$ cat src/rtl/mux_pkg.sv
// Shared definitions for the N-to-1 scanning multiplexer: mode encodings
// and the select-width helper used to size channel indices.
package mux_pkg;

    localparam logic MODE_DIRECT = 1'b0;
    localparam logic MODE_SCAN   = 1'b1;

    // Width needed to index n items, never less than one bit.
    function automatic int sel_width(input int n);
        if (n <= 2) begin
            return 1;
        end
        return $clog2(n);
    endfunction

endpackage

$ cat src/rtl/mux_scan_ctr.sv
// Scan sequencer for mux_n_1_scan: a dwell counter (0..DWELL-1) and a
// channel counter (0..CHANNELS-1). chan is the channel to sample on the
// current enabled edge; advance is high on the last dwell cycle of it.
// restart forces both counters back to zero on an enabled edge.
module mux_scan_ctr
    import mux_pkg::*;
#(
    parameter  int CHANNELS = 4,
    parameter  int DWELL    = 1,
    localparam int SEL_W    = sel_width(CHANNELS),
    localparam int DW_W     = sel_width(DWELL)
) (
    input  logic             clk,
    input  logic             rst,
    input  logic             en,
    input  logic             restart,
    output logic [SEL_W-1:0] chan,
    output logic             advance
);

    localparam logic [SEL_W-1:0] LAST_CH = SEL_W'(CHANNELS - 1);
    localparam logic [DW_W-1:0]  LAST_DW = DW_W'(DWELL - 1);

    logic [SEL_W-1:0] chan_q, chan_d;
    logic [DW_W-1:0]  dwell_q, dwell_d;

    assign chan    = chan_q;
    assign advance = (dwell_q == LAST_DW);

    // Next-state: hold when disabled, clear on restart, otherwise step dwell
    // and move to the next channel (with wrap) once the dwell expires.
    always_comb begin
        chan_d  = chan_q;
        dwell_d = dwell_q;
        if (en) begin
            if (restart) begin
                chan_d  = '0;
                dwell_d = '0;
            end else if (advance) begin
                dwell_d = '0;
                chan_d  = (chan_q == LAST_CH) ? '0 : chan_q + SEL_W'(1);
            end else begin
                dwell_d = dwell_q + DW_W'(1);
            end
        end
    end

    // Counter registers with asynchronous reset.
    always_ff @(posedge clk or posedge rst) begin
        if (rst) begin
            chan_q  <= '0;
            dwell_q <= '0;
        end else begin
            chan_q  <= chan_d;
            dwell_q <= dwell_d;
        end
    end

endmodule

$ cat src/rtl/mux_n_1_scan.sv
// Parametrised N-to-1 multiplexer with registered output, enable and an
// optional auto-scan mode. Scan logic is built only when MUX_SCAN_EN is
// defined; otherwise mode is ignored and the block is a plain direct mux.
// Channel k of in_bus occupies bits [k*WIDTH +: WIDTH]. All outputs are
// registered and describe the same sample.
module mux_n_1_scan
    import mux_pkg::*;
#(
    parameter  int WIDTH    = 1,
    parameter  int CHANNELS = 4,
    parameter  int DWELL    = 1,
    localparam int SEL_W    = sel_width(CHANNELS)
) (
    input  logic                      clk,
    input  logic                      rst,
    input  logic [CHANNELS*WIDTH-1:0] in_bus,
    input  logic [SEL_W-1:0]          sel,
    input  logic                      mode,
    input  logic                      en,
    output logic [WIDTH-1:0]          out,
    output logic                      out_valid,
    output logic [SEL_W-1:0]          cur_sel,
    output logic                      sel_err
);

    localparam logic [SEL_W:0] CH_LIM = (SEL_W + 1)'(CHANNELS);

    logic             scan_mode;
    logic [SEL_W-1:0] scan_chan;
    logic [SEL_W-1:0] pick_idx;
    logic [WIDTH-1:0] pick_data;
    logic             in_range;

    logic [WIDTH-1:0] out_q, out_d;
    logic             out_valid_q, out_valid_d;
    logic [SEL_W-1:0] cur_sel_q, cur_sel_d;
    logic             sel_err_q, sel_err_d;

`ifdef MUX_SCAN_EN
    logic unused_scan_adv;

    assign scan_mode = (mode == MODE_SCAN);

    // Counters are cleared whenever an enabled edge sees direct mode, so the
    // first scan sample after entering scan mode is always channel 0.
    mux_scan_ctr #(
        .CHANNELS (CHANNELS),
        .DWELL    (DWELL)
    ) u_scan_ctr (
        .clk     (clk),
        .rst     (rst),
        .en      (en),
        .restart (~scan_mode),
        .chan    (scan_chan),
        .advance (unused_scan_adv)
    );
`else
    logic unused_mode;
    localparam int unused_dwell = DWELL;

    assign unused_mode = mode;
    assign scan_mode   = 1'b0;
    assign scan_chan   = '0;
`endif

    assign pick_idx = scan_mode ? scan_chan : sel;
    assign in_range = ({1'b0, sel} < CH_LIM);

    // Channel lookup for the selected index.
    always_comb begin
        pick_data = '0;
        for (int k = 0; k < CHANNELS; k++) begin
            if (pick_idx == k[SEL_W-1:0]) begin
                pick_data = in_bus[k*WIDTH +: WIDTH];
            end
        end
    end

    // Next sample: scan channel in scan mode, sel in direct mode with an
    // out-of-range sel producing a zero, invalid, flagged sample.
    always_comb begin
        out_d       = out_q;
        out_valid_d = out_valid_q;
        cur_sel_d   = cur_sel_q;
        sel_err_d   = sel_err_q;
        if (en) begin
            cur_sel_d = pick_idx;
            if (scan_mode || in_range) begin
                out_d       = pick_data;
                out_valid_d = 1'b1;
                sel_err_d   = 1'b0;
            end else begin
                out_d       = '0;
                out_valid_d = 1'b0;
                sel_err_d   = 1'b1;
            end
        end
    end

    // Output registers with asynchronous reset.
    always_ff @(posedge clk or posedge rst) begin
        if (rst) begin
            out_q       <= '0;
            out_valid_q <= 1'b0;
            cur_sel_q   <= '0;
            sel_err_q   <= 1'b0;
        end else begin
            out_q       <= out_d;
            out_valid_q <= out_valid_d;
            cur_sel_q   <= cur_sel_d;
            sel_err_q   <= sel_err_d;
        end
    end

    assign out       = out_q;
    assign out_valid = out_valid_q;
    assign cur_sel   = cur_sel_q;
    assign sel_err   = sel_err_q;

endmodule

$ cat config.mk
export PLATFORM = sky130hd
export DESIGN_NAME = mux_n_1_scan
export DESIGN_NICKNAME = d
export VERILOG_FILES = /design/src/rtl/mux_pkg.sv /design/src/rtl/mux_scan_ctr.sv /design/src/rtl/mux_n_1_scan.sv
export SDC_FILE = /design/constraint.sdc
export NUM_CORES = 1
export LEC_CHECK = 0
export BUFFER_PORTS_ARGS = -buffer_cell sky130_fd_sc_hd__buf_2
export CAP_MARGIN = 30
export CORE_AREA = 2 2 39 41
export CTS_BUF_LIST = sky130_fd_sc_hd__clkbuf_16
export CTS_CLUSTER_DIAMETER = 150
export DETAILED_ROUTE_END_ITERATION = 7
export DIE_AREA = 0 0 41 43
export GPL_ROUTABILITY_DRIVEN = 0
export PLACE_DENSITY_LB_ADDON = 0.2
export SKIP_LAST_GASP = 1
export SLEW_MARGIN = 0
export SYNTH_ARGS = -nofsm -noshare
export SYNTH_HDL_FRONTEND = slang
export SYNTH_HIERARCHICAL = 1
export SYNTH_SLANG_ARGS = --single-unit
$ cat constraint.sdc
create_clock -name clk -period 0.9 [get_ports clk]
set_input_delay 0.045 -clock clk [delete_from_list [all_inputs] [get_ports clk]]
set_output_delay 0.045 -clock clk [all_outputs]
set_load 0.02 [all_outputs]
# Word level (Yosys, flattened, before mapping)
# Cells that the tools add are included.
dict set report totals {
  ff_bits 4
  output_inout_bits 5
}
dict set report op_classes {
  eq_ne 3
  n_mux 4
  reduce_logical 1
}
# cell n
set ops {}
lappend ops {{$eq 2x2->1 const B} 2}
lappend ops {{$mux 1} 4}
lappend ops {{$eq 2x1->1 const B} 1}
lappend ops {{$logic_not 2->1} 1}

# Depth between registers and ports, before layout
dict set report depth {
  depth_word 5
  depth_mapped 3
}

# Worst setup path after synthesis
# OpenSTA, ideal clock, no wires.
dict set report synth_timing {
  kind {reg-to-reg}
  startpoint {reg, netlist name out}
  endpoint {reg out_q (netlist: out)}
  t_arrival_ns 0.786
  required_time_ns 0.776
  slack_ns -0.010
  path_stages_with_launch 3
  n_path_buf 0
  synth_period_minus_slack_ns 0.910
  path_cell_list {dfrtp_1 > nor2b_1 > a211o_1}
}
# item line_no
set synth_rtl {}
lappend synth_rtl {{to (signal assigned)} mux_n_1_scan.sv:108} ;# out_q <= out_d;
lappend synth_rtl {{to (decl)} mux_n_1_scan.sv:34} ;# logic [WIDTH-1:0] out_q, out_d;

==> impl_metrics.tcl <==
set metrics [dict create \
    status "complete, no violations" \
    rr_startpoint "out" \
    fin_tns_setup_ns 0 \
    crit_type "flop to flop" \
    core.rowCount 14 \
    cts_buffer_depth 2 \
    htree_levels 1 \
    p_switching_w 0.0001732 \
    worst_hold_slack_ns 0.07473 \
    ioPinCount 15 \
    syn_inst 18 \
    via_count 168 \
    finalCritPeriodShare_pct 91.16 \
    core_um2 1384 \
    drive_above_1_share_pct 51.52 \
    r2r_slack_ns 0.08 \
    ant_nets 0 \
    cts.sinks 4 \
    synthSimpleGateAreaFrac_pct 12.67 \
    drcViolationCount 0 \
    cp_max_fo 2 \
    clk_pin_slew_worst_paths_ns 0.03 \
    die_h_um 43 \
    comb_power_share_pct 9.4 \
    synth_area_leaders "dfrtp_1, mux2i_1, mux2_2" \
    grt_setup_unrepaired "false" \
    cts_tree "yes" \
    synth_top_area_share_pct 53.33 \
    dr.pass1.iters 1 \
    drv_cap 0 \
    post_cts_buffers 0 \
    grt_max_degree 7 \
    drtIter0Drc 0 \
    die_area_um2 1763 \
    cts_root_buffer "clkbuf_16" \
    critPathCaptureType "flop" \
    reg2reg_depth 2 \
    final_util_pct 24.95 \
    syn_nets 28 \
    clock_skew_ns 0 \
    crit_required_ns 1.00 \
    antenna_found_initial 0 \
    routedWlPerCell_um 8.796 \
    critPathArrivalTime_ns 0.92 \
    synth_compound_area_share_pct 7.333 \
    clkPwrFrac_pct 69.9 \
    yosys.area.top_type "dfrtp_1" \
    track_usage_pct 5.729 \
    synth_top_family_by_area "multiplexers" \
    p_int_w 0.0008039 \
    initial_core_util_pct 13.56 \
    slew_viol_final 0 \
    synth-seq-area-share_pct 53.33 \
    first_global_vias 145 \
    cts_resized 0 \
    whs_endpoint "cur_sel[1]" \
    synthMuxAreaShare_pct 16.67 \
    antenna_cells 0 \
    synth_seq_cells 4 \
    synth_fa_ha_area_share_pct 0 \
    syn_to_final_growth_pct 84.00 \
    finalSetupViolations 0 \
    hold_path.class "input pin to flop" \
    totalWireLength_um 431 \
    seqPwrFrac_pct 20.7 \
    period_minus_slack_ns 0.8204 \
    power_leakage_nw 0.1789 \
    clk_latency_ns 0.22 \
    timing.rr.end "out" \
    layout_commonest_cell "buf_2" \
    hp-start "sel[1]" \
    yosys_warnings 6 \
    nets 45 \
    hold_viol 0 \
    detail_route.vias_per_cell 3.429 \
    die_w_um 41 \
    crit_path_start_kind "flop" \
    numPortBuffers 12 \
    max_freq_mhz 1219 \
    grt_pass1_wl_um 565 \
    p_per_area_nw_per_um2 2829 \
    cts_buffers 3 \
    final_cell_mix "buf_2, dfrtp_1, clkbuf_16" \
    syn_area_per_cell_um2 10.43 \
    gr-total-overflow 0 \
    ys_types 12 \
    syn_area_um2 187.7 \
    swShare_pct 17.72 \
    ir_worst_vdd_v 0.001515 \
    synthXorXnorAreaFrac_pct 0 \
    holdPathStages 3 \
]
==> sequential cells by signal, summed over array words and instances (netlist names) <==
signal     count
out_valid      1
cur_sel        2
out            1
==> through the flow <==
step	setup slack, ns	power, W	instance area [um2]	std cells
after floorplan	-0.01012	0.0002555	187.7	18
after global placement	0.08773	0.0002913	260.3	45
after global routing	0.06481	0.001013	345.3	49
after detailed placement	0.07900	0.0002937	260.3	45
after CTS	0.07477	0.0009937	345.3	49
final	0.07960	0.0009771	345.3	49
==> repair_timing <==
item	CTS	global route
hold endpoints to repair	4	0
hold buffers	1	0
endpoints found under the setup margin	0	0
==> worst max-delay path by stage <==
stage                     startpoint   to  slack [ns]  cells after the start
after global routing             out  out        0.06                      2
after CTS                        out  out        0.07                      2
final                            out  out        0.08                      2
after floorplan                  out  out       -0.01                      2
after detailed placement         out  out        0.08                      2
after global placement           out  out        0.09                      2
==> power groups by stage <==
stage | clock [W] | sequential [W] | combinational, W
floorplan | 0 | 0.000222 | 0.0000337
global placement | 0 | 0.000203 | 0.0000880
detailed placement | 0 | 0.000204 | 0.0000893
CTS | 0.000698 | 0.000202 | 0.0000929
global route | 0.000709 | 0.000204 | 0.000100
finish | 0.000683 | 0.000202 | 0.0000920
==> logic make-up (layout without fill, tap and decap cells) <==
family                 after synthesis  after routing
other                                1              1
buffers and inverters                3             18
flip-flops                           4              4
multiplexers                         3              3
AO/OA/AOI/OAI                        2              2
AND/OR/NAND/NOR                      5              5
==> synthesized netlist by cell type <==
| cell type | number |
|---|---|
| a211o_1 | 1 |
| buf_4 | 1 |
| conb_1 | 1 |
| dfrtp_1 | 4 |
| inv_1 | 2 |
| mux2_2 | 1 |
| mux2i_1 | 2 |
| nand2_1 | 1 |
| nor2_1 | 2 |
| nor2b_1 | 1 |
| o21ai_0 | 1 |
| or2_2 | 1 |
==> layer usage <==
layer / wire, um / global-route usage, % / vias to the layer above
li1: - / - / 85
met1: 197 / 5.484 / 70
met2: 167 / 5.938 / 13
met3: 66 / 7.853 / 0
met4: 0 / 4.000 / 0
met5: 0 / 0 / -
==> critical path, cell delays in order, from the launching register on <==
cell	delay, ns
dfrtp_1	0.36
nor2b_1	0.13
a211o_1	0.22
==> layout make-up <==
| cell class | count | area [um2] |
|---|---|---|
| Sequential cell | 4 | 100.1 |
| Fill cell | 153 | 1039 |
| Clock buffer | 3 | 75.07 |
| Multi-Input combinational cell | 11 | 72.57 |
| Inverter | 2 | 7.507 |
| Tap cell | 16 | 20.02 |
| Timing Repair Buffer | 13 | 70.07 |
No activity file was read; power rests on OpenSTA's default activity.
